--- src/rtl/mac_row_ws.sv ---
// mac_row_ws: weight-stationary MAC row built from a chain of `col` PEs.
//
// An activation/weight token and a 3-bit instruction enter PE0 from the west
// and ripple east by one PE per cycle. Each PE keeps a stationary weight,
// adds its product to the partial sum from the north, and drives it south.
//
// Ports:
//   clk       rising-edge clock
//   reset     asynchronous active-low reset
//   in_w      west activation/weight data (bw bits)
//   inst_w    instruction: [0] kernel load, [1] execute, [2] weight clear
//   in_n      north partial sums, column j at [psum_bw*(j+1)-1 : psum_bw*j]
//   col_en    per-column enable, bit j gates PE j
//   out_s     registered south partial sums, same packing as in_n
//   valid     valid[j] high for the cycle out_s column j holds a fresh result
//   exec_cnt  number of executes completed by PE col-1
//   sat_flag  (MAC_ROW_SAT_EN only) high with valid[j] when that result clipped
//
// Build option: define MAC_ROW_SAT_EN for a saturating adder; otherwise the
// partial-sum add wraps modulo 2^psum_bw.
module mac_row_ws #(
  parameter int bw         = 4,
  parameter int psum_bw    = 16,
  parameter int col        = 8,
  parameter int act_signed = 0,
  parameter int cnt_bw     = 16
) (
  input  logic                   clk,
  input  logic                   reset,
  input  logic [bw-1:0]          in_w,
  input  logic [2:0]             inst_w,
  input  logic [psum_bw*col-1:0] in_n,
  input  logic [col-1:0]         col_en,
  output logic [psum_bw*col-1:0] out_s,
  output logic [col-1:0]         valid,
  output logic [cnt_bw-1:0]      exec_cnt
`ifdef MAC_ROW_SAT_EN
  ,
  output logic [col-1:0]         sat_flag
`endif
);

  localparam int PB   = 2 * bw + 1;
  // PE col-1's forwarded token feeds nothing, so only col-1 pipe stages exist.
  localparam int PIPE = (col > 1) ? col - 1 : 1;

  logic [bw-1:0]      a_q [PIPE];
  logic [2:0]         i_q [PIPE];
  logic [bw-1:0]      a_sn [col];
  logic [2:0]         i_sn [col];
  logic [bw-1:0]      w_q [col];
  logic [bw-1:0]      w_d [col];
  logic [psum_bw-1:0] p_q [col];
  logic [psum_bw-1:0] p_d [col];
  logic [col-1:0]     v_q, v_d;
  logic [cnt_bw-1:0]  cnt_q, cnt_d;
`ifdef MAC_ROW_SAT_EN
  logic [col-1:0]     sf_q, sf_d;
`endif

  // ext(a) * w at 2*bw+1 bits, sign-extended to psum_bw.
  function automatic logic [psum_bw-1:0] prod_ext(input logic [bw-1:0] a,
                                                  input logic [bw-1:0] w);
    logic signed [bw:0]   ax;
    logic signed [PB-1:0] prod;
    ax   = (act_signed != 0) ? {a[bw-1], a} : {1'b0, a};
    prod = ax * $signed(w);
    return psum_bw'(prod);
  endfunction

`ifdef MAC_ROW_SAT_EN
  function automatic logic add_ovf(input logic [psum_bw-1:0] n,
                                   input logic [psum_bw-1:0] pe);
    logic [psum_bw-1:0] s;
    s = n + pe;
    return (n[psum_bw-1] == pe[psum_bw-1]) && (s[psum_bw-1] != n[psum_bw-1]);
  endfunction

  function automatic logic [psum_bw-1:0] add_sat(input logic [psum_bw-1:0] n,
                                                 input logic [psum_bw-1:0] pe);
    logic [psum_bw-1:0] s;
    s = n + pe;
    if (add_ovf(n, pe))
      s = n[psum_bw-1] ? {1'b1, {(psum_bw-1){1'b0}}} : {1'b0, {(psum_bw-1){1'b1}}};
    return s;
  endfunction
`endif

  always_comb begin
    a_sn[0] = in_w;
    i_sn[0] = inst_w;
    for (int unsigned j = 1; j < col; j++) begin
      a_sn[j] = a_q[j-1];
      i_sn[j] = i_q[j-1];
    end
  end

  always_comb begin
    v_d = '0;
`ifdef MAC_ROW_SAT_EN
    sf_d = '0;
`endif
    for (int unsigned j = 0; j < col; j++) begin
      w_d[j] = w_q[j];
      p_d[j] = p_q[j];
      if (col_en[j]) begin
        if (i_sn[j][2])
          w_d[j] = '0;
        else if (i_sn[j][0])
          w_d[j] = a_sn[j];
        // Execute uses the weight held before this edge, even on load+execute.
        if (i_sn[j][1]) begin
`ifdef MAC_ROW_SAT_EN
          p_d[j]  = add_sat(in_n[psum_bw*j +: psum_bw], prod_ext(a_sn[j], w_q[j]));
          sf_d[j] = add_ovf(in_n[psum_bw*j +: psum_bw], prod_ext(a_sn[j], w_q[j]));
`else
          p_d[j]  = in_n[psum_bw*j +: psum_bw] + prod_ext(a_sn[j], w_q[j]);
`endif
          v_d[j] = 1'b1;
        end
      end
    end
  end

  // Clear arriving at the last PE wins over a same-cycle increment.
  always_comb begin
    cnt_d = cnt_q;
    if (i_sn[col-1][2])
      cnt_d = '0;
    else if (v_q[col-1])
      cnt_d = cnt_q + cnt_bw'(1);
  end

  always_ff @(posedge clk or negedge reset) begin
    if (!reset) begin
      for (int unsigned j = 0; j < PIPE; j++) begin
        a_q[j] <= '0;
        i_q[j] <= '0;
      end
      for (int unsigned j = 0; j < col; j++) begin
        w_q[j] <= '0;
        p_q[j] <= '0;
      end
      v_q   <= '0;
      cnt_q <= '0;
`ifdef MAC_ROW_SAT_EN
      sf_q  <= '0;
`endif
    end else begin
      for (int unsigned j = 0; j < PIPE; j++) begin
        a_q[j] <= a_sn[j];
        i_q[j] <= i_sn[j];
      end
      for (int unsigned j = 0; j < col; j++) begin
        w_q[j] <= w_d[j];
        p_q[j] <= p_d[j];
      end
      v_q   <= v_d;
      cnt_q <= cnt_d;
`ifdef MAC_ROW_SAT_EN
      sf_q  <= sf_d;
`endif
    end
  end

  always_comb begin
    out_s = '0;
    for (int unsigned j = 0; j < col; j++)
      out_s[psum_bw*j +: psum_bw] = p_q[j];
  end

  assign valid    = v_q;
  assign exec_cnt = cnt_q;
`ifdef MAC_ROW_SAT_EN
  assign sat_flag = sf_q;
`endif

endmodule

--- config.mk ---
export PLATFORM = sky130hd
export DESIGN_NAME = mac_row_ws
export DESIGN_NICKNAME = d
export VERILOG_FILES = /design/src/rtl/mac_row_ws.sv
export SDC_FILE = /design/constraint.sdc
export NUM_CORES = 1
export LEC_CHECK = 0
export CAP_MARGIN = 10
export CORE_MARGIN = 10
export CORE_UTILIZATION = 50
export CTS_BUF_LIST = sky130_fd_sc_hd__clkbuf_8 sky130_fd_sc_hd__clkbuf_16
export DETAILED_ROUTE_END_ITERATION = 6
export DONT_BUFFER_PORTS = 1
export SLEW_MARGIN = 20
export SYNTH_ARGS = -nofsm -noshare
export SYNTH_HDL_FRONTEND = slang
export SYNTH_SLANG_ARGS = --single-unit
--- constraint.sdc ---
create_clock -name clk -period 15.3 [get_ports clk]
set_input_delay 3.06 -clock clk [delete_from_list [all_inputs] [get_ports clk]]
set_output_delay 3.06 -clock clk [all_outputs]
set_load 0.005 [all_outputs]
# [Yosys cells after proc, flatten, opt, wreduce, memory -nomap -nowiden]
# Index checks and enable logic that the tools add are counted.
[word_totals] ff_bits=233 latch_bits=0 ramBits=0 mem_bits_ro=0 input_bits=145 elab_cells=108 n_memories=0
[classes] add_sub_neg=9 mul=8 n_div=0 order_cmp=0 eq_ne=0 shift=0 n_mux=34 bitwise=0 n_reduce_logical=25
[op_table] op="$add 16x16->16" count=8
[op_table] op="$mul 5x4->9" count=8
[op_table] op="$mux 4" count=16
[op_table] op="$mux 16" count=2
[op_table] op="$reduce_and 2->1" count=16
[op_table] op="$reduce_bool 2->1" count=9
[op_table] op="$add 16x1->16 const B" count=1
[op_table] op="$mux 1" count=16

# [Longest topological paths before layout]
# Gate-level depths: netlist of run 1.
[depth] ltp_word=3 depth_mapped=21 ltp_nobuf=21

# [Least setup slack after synthesis of run 1]
# No wires, ideal clock.
[synth_timing] kind="input to register" from="input in_w[0]" to="register p_q (netlist bit out_s[14])" setup_ps=135 arrival_ps=7236 slack_ps=7930 path_stages=18 cell_sequence="nand2b_1 > fa_1 > fa_1 > fa_1 > inv_1 > ha_1 > a211oi_1 > o21bai_1 > a21oi_1 > xnor2_1 > ha_1 > a21o_1 > a21oi_1 > o21ai_0 > a221o_1 > a21oi_1 > xor2_1 > o21ai_0"
[synth_between] elab_chain_len=2
[synth_lines] element="start: declaration" line_no="30" rtl="input logic [bw-1:0] in_w,"
[synth_lines] element="$mul 5x4->9" line_no="67" rtl="prod = ax * $signed(w);"
[synth_lines] element="$add 16x16->16" line_no="117" rtl="p_d[j] = in_n[psum_bw*j +: psum_bw] + prod_ext(a_sn[j], w_q[j]);"
[synth_lines] element="end signal: indexed assignment" line_no="156" rtl="p_q[j] <= p_d[j];"
[synth_lines] element="end: declaration" line_no="53" rtl="logic [psum_bw-1:0] p_q [col];"
# No other way between the ends.
# A chain may end at the register's enable or synchronous reset.

# [Worst setup path in the final report of run 1]
# Same ends and word-level chain as after synthesis.

==> reports/results.txt, run 1 <==
Total wire length: 41000 um
Crit path max fanout: 7
Pin count of the biggest net entering global routing: 234
Post-CTS setup buffer count: 0
Slew HR: 0.384
Critical Path Max Stage Delay: 0.54 ns
Commonest non-fill, non-tap cell in the layout: ha_1
Post-synth EDFFs: 0
Layout Nets: 2288
Power per cell area: 107 mW/mm^2
Number of synthesized register bits: 233
Delay-heaviest family, CP: adder cells
Buffer depth of the longest clock path: 3
Die Area: 0.0427 mm^2
ANT cells: 0
Hold Crit Depth: 0
Yosys cell types: 63
Reg area: 0.00583 mm^2
Setup TNS: 0 ns
Synth warn: 0
Cell Count, Final, Fillers Out: 2314
Reg2Reg Setup Slack: 9.81 ns
Layout cells sized above 1: 0.0387
Sink Count: 233
Final Setup Violations: 0
Most frequent cells in the layout: 257 x ha_1, 233 x dfrtp_1, 216 x nand2_1
Root Buffer Master: clkbuf_16
FMAX: 137 MHz
Min cycle time layout: 7.28 ns
Cells after synthesis: 1831
First-pass GRT wire length: 66700 um
Multi-input gate area: 0.0109 mm^2
DR vias: 12900
Number of global-route vias before repair: 13200
H-tree depth: 1
CTS tree: built
Slew @ Worst Pin: 0.922 ns
Clk slew on worst S/H paths: 0.06 ns
Average cell area after synthesis: 9.50 um^2
Cts hold-fix bufs: 0
CP arrival: 7.68 ns
Worst Setup Start Kind: primary input
Die W: 207 um
Later-pin clock latency in the skew report: 0.55 ns
Required @ worst endpoint: 15.70 ns
Worst vdd ir: 0.0000951 V
1st-iter DRT viols: 570
Min-Delay Path Class: flop to flop
Max stage delay cell, worst path: fa_1
Die height: 207 um
IO buf count: 0
GRT overflow: 0
Critical path depth in cells: 18
Syn nets: 2281
Max-cap viol count: 0
Worst Path Buf+Inv: 1
Max-slew violations: 0
Fill cells: 3092
Initial antenna violation count: 0
Final Skew: 0.0113 ns
Gpl congestion: 0.854
Status: complete, no violations
Area grow syn2layout: 8.65%
CTS resizes: 0
Final hold viol count: 0
Reg2reg path depth: 18
Top-Level Pins: 297
CTS buffer count: 28
Via density: 5.56
Core footprint: 0.0345 mm^2
Inst Count DP: 2263
Top_reg_cell synth: dfrtp_1
Synthesized cell area: 0.0174 mm^2
Remaining DRCs: 0
Period utilization: 0.476
Drt pass-1 iters: 5
Post-detail-place hpwl: 32500 um
Setup crit end kind: flop
Routed Antenna Nets: 0
Initial Utilization: 0.505
RSZ-0062 raised after global routing: no
GRT Total Usage: 0.190
Critical-path cell list: nand2b_1 > fa_1 > fa_1 > fa_1 > inv_1 > ha_1 > a211oi_1 > o21bai_1 > a21oi_1 > xnor2_1 > ha_1 > a21o_1 > a21oi_1 > o21ai_0 > a221o_1 > a21oi_1 > xor2_1 > o21ai_0
WL per Instance: 17.7 um
# rows: 68
Sequential fraction of the synthesis area: 0.335
Crit Path Class: primary input to flop
Async set-reset flop share out of synthesis: 1.00
Leakage power: 9.55 nW
==> final cells by class <==
cell class              count  area share
inverters                 145      0.0288
clock buffers              36      0.0435
flip-flops and latches    233       0.308
multi-input cells        1429       0.578
well taps                 455      0.0301
repair buffers              1    0.000397
clock inverters            15      0.0104
==> kinds of logic (layout without fill, tap and decap cells) <==
logic type | count (synthesis) | in the layout | synth area share
AND/OR/NAND/NOR | 488 | 488 | 0.130
AO/OA/AOI/OAI | 477 | 477 | 0.173
adder cells (fa/ha/maj) | 305 | 305 | 0.240
flip-flops | 233 | 233 | 0.335
buffers and inverters | 169 | 197 | 0.0365
XOR/XNOR | 142 | 142 | 0.0746
multiplexers | 17 | 17 | 0.0109
==> final timing paths <==
path	start	end
max in group asynchronous	reset	out_s[37]
min in group asynchronous	reset	out_s[108]
setup reg to reg	a_q[12]	out_s[76]
setup / recovery	in_w[0]	out_s[14]
hold / removal	i_q[19]	i_q[16]
hold reg to reg	i_q[19]	i_q[16]
==> sequential cells by signal, summed over array words and instances (netlist names) <==
register / flops
i_q: 21
out_s: 128
valid: 8
w_q: 32
a_q: 28
exec_cnt: 16
==> Yosys cell counts (26+ instances only) <==
library cell / number / share of area
nand2b_1: 26 / 0.0093
inv_1: 142 / 0.031
dfrtp_1: 233 / 0.34
fa_1: 48 / 0.055
xor2_1: 64 / 0.032
nand2_1: 216 / 0.047
ha_1: 257 / 0.18
a21oi_1: 97 / 0.028
nor2_1: 85 / 0.018
and2_1: 65 / 0.023
a22o_1: 33 / 0.017
a21o_1: 40 / 0.017
o21ai_0: 168 / 0.048
xnor2_1: 74 / 0.037
==> where the power goes <==
part / leakage (nW) / switching, W / internal [W]
clock: 0.526 / 0.000267 / 0.000459
combinational: 6.13 / 0.000264 / 0.000217
sequential: 2.89 / 0.000103 / 0.000715
total: 9.55 / 0.000635 / 0.00139
==> through the flow <==
step / hold WS [ns] / setup WS [ns] / power, W / util / instance area (um^2)
6_report: 0.373 / 8.02 / 0.00202 / 0.549 / 18900
5_1_grt: 0.397 / 7.65 / 0.00216 / 0.549 / 18900
4_1_cts: 0.374 / 8.03 / 0.00206 / 0.549 / 18900
3_5_place_dp: 0.361 / 7.46 / 0.00132 / 0.519 / 17900
3_3_place_gp: 0.359 / 7.53 / 0.00130 / 0.519 / 17900
2_1_floorplan: 0.354 / 7.93 / 0.00118 / - / 17400
==> layer usage <==
| metal | wire [um] | track usage | vias to the layer above |
|---|---|---|---|
| li1 | - | - | 6449 |
| met1 | 16500 | 0.219 | 6126 |
| met2 | 20900 | 0.342 | 239 |
| met5 | 0 | 0 | - |
| met3 | 2750 | 0.0470 | 43 |
| met4 | 840 | 0.0506 | 0 |
Note: power is estimated with default switching activity, not from simulation.
==> inputs of run 2 (changes only) <==
Clock period 15.3 ns to 7.35 ns, I/O delays scaled along.
==> reports/results.txt, run 2 (synthesis results as in run 1) <==
Crit Path Class: primary input to flop
Crit path max fanout: 7
Slew @ Worst Pin: 0.940 ns
RSZ-0062 raised after global routing: no
Fill cells: 3098
Reg2reg path depth: 18
First-pass GRT wire length: 66800 um
CP arrival: 6.06 ns
Clk slew on worst S/H paths: 0.07 ns
Commonest non-fill, non-tap cell in the layout: ha_1
Final hold slack: 0.373 ns
CTS resizes: 0
Final Skew: 0.0112 ns
Initial Utilization: 0.505
Max reg flops: 128
Cts hold-fix bufs: 0
FMAX: 177 MHz
Setup TNS: 0 ns
Multi-input gate area: 0.0109 mm^2
Post-detail-place hpwl: 32000 um
Core footprint: 0.0345 mm^2
GRT Total Usage: 0.189
Required @ worst endpoint: 7.76 ns
Status: complete, no violations
Switch share: 0.317
Max stage delay cell, worst path: fa_1
Total power: 0.00422 W
Internal power: 0.00288 W
Min-Delay Path Class: flop to flop
Worst vdd ir: 0.000168 V
Layout cells sized above 1: 0.0387
Drt pass-1 iters: 5
# rows: 68
Later-pin clock latency in the skew report: 0.56 ns
Worst setup path endpoint: out_s[14]
Final hold viol count: 0
Sink Count: 233
Pin count of the biggest net entering global routing: 234
Area grow syn2layout: 8.59%
Final Setup Violations: 0
Worst setup startpoint: in_w[0]
Initial antenna violation count: 0
H-tree depth: 1
Setup slack at placement: 1.15 ns
Via density: 5.58
Layout Nets: 2288
Max-cap viol count: 0
CTS buffer count: 28
Worst Setup Start Kind: primary input
Net switching power: 0.00134 W
IO buf count: 0
Register share of total power: 0.404
Top-Level Pins: 297
DR vias: 12900
Total wire length: 40700 um
Gpl congestion: 0.855
Die height: 207 um
WL per Instance: 17.6 um
R2r startpoint: a_q[12]
Most frequent cells in the layout: 257 x ha_1, 233 x dfrtp_1, 216 x nand2_1
Clock power frac: 0.359
GRT overflow: 0
Number of global-route vias before repair: 13200
Critical Path Max Stage Delay: 0.51 ns
Power per cell area: 223 mW/mm^2
Comb pwr share: 0.237
Min cycle time layout: 5.65 ns
Setup crit end kind: flop
Die Area: 0.0427 mm^2
Routed Antenna Nets: 0
Root Buffer Master: clkbuf_16
Reg2Reg Setup Slack: 1.95 ns
Remaining DRCs: 0
1st-iter DRT viols: 467
Critical-path cell list: nand2b_1 > fa_1 > fa_1 > fa_1 > inv_1 > ha_1 > a211oi_1 > o21bai_1 > a21oi_1 > xnor2_1 > ha_1 > a21o_1 > a21oi_1 > o21ai_0 > a221o_1 > a21oi_1 > xor2_1 > o21ai_0
Max-slew violations: 0
Reg area: 0.00583 mm^2
ANT cells: 0
PnR worst setup slack: 1.70 ns
Slew HR: 0.372
Period utilization: 0.768
Post-CTS setup buffer count: 0
Die W: 207 um
CTS tree: built
Buffer depth of the longest clock path: 3
Leakage power: 9.55 nW
R2r endpoint: out_s[76]
## run 2: worst max-delay path: cells and delay by family
family	cells	cell delay, ns
AO/OA/AOI/OAI	9	1.70
XOR/XNOR	2	0.52
AND/OR/NAND/NOR	1	0.15
buffers and inverters	1	0.04
adder cells (fa/ha/maj)	5	2.16
## run 2: layout make-up
| class | instances | share of cell area |
|---|---|---|
| Clock buffer | 31 | 0.0399 |
| Clock inverter | 21 | 0.0135 |
| Inverter | 145 | 0.0288 |
| Multi-Input combinational cell | 1429 | 0.579 |
| Sequential cell | 233 | 0.309 |
| Tap cell | 455 | 0.0301 |
| Timing Repair Buffer | 1 | 0.000397 |
## run 2: worst min-delay path by stage
stage	startpoint	to	slack, ns	depth (start not counted)
2_1_floorplan	i_q[13]	i_q[10]	0.35	0
3_3_place_gp	i_q[19]	i_q[16]	0.36	0
3_5_place_dp	i_q[19]	i_q[16]	0.36	0
4_1_cts	i_q[19]	i_q[16]	0.37	0
5_1_grt	i_q[7]	i_q[4]	0.40	0
6_report	i_q[19]	i_q[16]	0.37	0
## run 2: per-stage QoR
| stage | utilization | cell area, um^2 | cells |
|---|---|---|---|
| 6_report | 0.548 | 18900 | 2315 |
| 5_1_grt | 0.548 | 18900 | 2315 |
| 4_1_cts | 0.548 | 18900 | 2315 |
| 3_5_place_dp | 0.519 | 17900 | 2263 |
| 3_3_place_gp | 0.519 | 17900 | 2263 |
| 2_1_floorplan | - | 17400 | 1831 |
## run 2: power groups by stage
stage | clock (W) | combinational (W) | sequential (W)
3_3_place_gp | 0 | 0.000976 | 0.00174
2_1_floorplan | 0 | 0.000827 | 0.00163
6_report | 0.00152 | 0.000998 | 0.00170
3_5_place_dp | 0 | 0.00100 | 0.00174
4_1_cts | 0.00156 | 0.00101 | 0.00172
5_1_grt | 0.00161 | 0.00116 | 0.00173
## run 2: per-layer routing
metal | up-vias | global-route usage | wire length, um
met2 | 264 | 0.333 | 20300
met1 | 6166 | 0.223 | 16400
li1 | 6441 | - | -
met4 | 0 | 0.0513 | 913
met5 | - | 0 | 0
met3 | 53 | 0.0496 | 3020
==> inputs of run 3 (changes only) <==
Clock period 7.35 ns to 5.66 ns, I/O delays scaled along.
==> reports/results.txt, run 3 (synthesis results as in run 1) <==
R2r startpoint: a_q[4]
Max-cap viol count: 0
CP arrival: 5.68 ns
H-tree depth: 1
Worst vdd ir: 0.000222 V
Via density: 5.54
Drt pass-1 iters: 5
Buffer depth of the longest clock path: 3
CP most frequent cell: fa_1
Status: complete, no violations
Most frequent cells in the layout: 257 x ha_1, 233 x dfrtp_1, 216 x nand2_1
Setup crit end kind: flop
Max reg flops: 128
Die W: 207 um
Gpl congestion: 0.871
Setup TNS: 0 ns
Post-CTS setup buffer count: 0
Initial Utilization: 0.505
Cell Count, Final, Fillers Out: 2325
ANT cells: 0
Period utilization: 0.929
Sink Count: 233
Crit path max fanout: 7
Final hold viol count: 0
Final Skew: 0.00880 ns
Inst Count DP: 2276
# rows: 68
Slew @ Worst Pin: 0.923 ns
Area grow syn2layout: 8.85%
Die height: 207 um
FMAX: 190 MHz
GRT Total Usage: 0.187
Max stage delay cell, worst path: fa_1
1st-iter DRT viols: 556
Slew HR: 0.383
Worst Setup Start Kind: flop
CTS buffer count: 28
Die Area: 0.0427 mm^2
Routed Antenna Nets: 0
Critical-path cell list: nand2b_1 > fa_1 > fa_1 > fa_1 > inv_1 > ha_1 > a211oi_1 > o21bai_1 > a21oi_1 > xnor2_1 > ha_1 > a21oi_1 > nand2_1 > a221oi_1 > nor2b_1 > o21a_1 > o311ai_0 > nand2_1
Number of global-route vias before repair: 13100
Met2 usage in global routing: 0.334
CTS tree: built
Core footprint: 0.0345 mm^2
Leakage power: 9.58 nW
Required @ worst endpoint: 6.08 ns
Min-Delay Path Class: primary input to asynchronous set/reset pin
Final Setup Violations: 0
Total wire length: 40500 um
Top-Level Pins: 297
DR vias: 12900
IO buf count: 0
M3 GR Usage: 0.0481
Initial antenna violation count: 0
First-pass GRT wire length: 65900 um
Later-pin clock latency in the skew report: 0.55 ns
Power per cell area: 283 mW/mm^2
Reg2reg path depth: 18
Root Buffer Master: clkbuf_16
Layout cells sized above 1: 0.0455
Commonest non-fill, non-tap cell in the layout: ha_1
Fill cells: 3088
Max-slew violations: 0
Top Usage Layer GRT: met2
Met1 Use GR: 0.221
Reg2Reg Setup Slack: 0.40 ns
Crit Path Class: flop to flop
WL per Instance: 17.4 um
Remaining DRCs: 0
Min cycle time layout: 5.26 ns
Pin count of the biggest net entering global routing: 234
GRT overflow: 0
Critical Path Max Stage Delay: 0.51 ns
RSZ-0062 raised after global routing: no
Layout Nets: 2301
Post-detail-place hpwl: 32000 um
R2r endpoint: out_s[109]
Clk slew on worst S/H paths: 0.06 ns
run 3: changes by cell type in the layout (fill, tap and decap cells not counted), sizes merged:
| cell | previous run | this run |
|---|---|---|
| buf | 1 | 14 |
| bufinv | 6 | 3 |
| clkbuf | 31 | 34 |
| inv | 152 | 149 |
run 3: repair_timing:
item,CTS,global route
hold endpoints to repair,0,0
hold buffers,0,0
resized for setup,0,1
endpoints found under the setup margin,0,1
run 3: where the power goes:
group          leakage (nW)  internal [W]  switching (W)  total [W]
registers              2.89       0.00193       0.000276    0.00221
logic                  6.21      0.000594       0.000713    0.00131
clock network         0.482       0.00112       0.000714    0.00184
run 3: worst max path at each step:
| stage | start | endpoint | depth (start not counted) |
|---|---|---|---|
| floorplan | in_w[0] | out_s[14] | 18 |
| global placement | in_w[0] | out_s[14] | 18 |
| detailed placement | in_w[0] | out_s[14] | 18 |
| CTS | a_q[10] | out_s[93] | 18 |
| global route | a_q[20] | out_s[44] | 18 |
| finish | a_q[4] | out_s[109] | 18 |
run 3: critical path, delay by kind of cell (launching register included):
| kind | cells | cell delay, ns |
|---|---|---|
| AO/OA/AOI/OAI | 7 | 1.75 |
| adder cells (fa/ha/maj) | 5 | 2.07 |
| flip-flops | 1 | 0.44 |
| buffers and inverters | 1 | 0.04 |
| XOR/XNOR | 1 | 0.36 |
| AND/OR/NAND/NOR | 4 | 0.48 |
run 3: area by class of cell:
type	count	area, um^2	area share
Timing Repair Buffer	14	105	0.00555
Clock buffer	34	795	0.0420
Clock inverter	15	153	0.00806
Tap cell	455	569	0.0301
Multi-Input combinational cell	1429	10900	0.578
Sequential cell	233	5830	0.308
Inverter	145	544	0.0287
run 3: metrics by stage:
stage | power (W) | utilization | setup slack [ns] | cell area (um^2) | hold slack (ns)
3_5_place_dp | 0.00356 | 0.522 | -0.00777 | 18000 | 0.366
6_report | 0.00535 | 0.550 | 0.399 | 18900 | 0.280
5_1_grt | 0.00573 | 0.550 | 0.0430 | 18900 | 0.241
4_1_cts | 0.00544 | 0.549 | 0.311 | 18900 | 0.250
2_1_floorplan | 0.00319 | - | 0.218 | 17400 | 0.354
3_3_place_gp | 0.00353 | 0.522 | 0.0537 | 18000 | 0.360
run 3: routing by layer:
metal	part of all wire	vias up
li1	-	6454
met1	0.41	6134
met2	0.50	261
met3	0.072	43
met4	0.017	0
met5	0	-
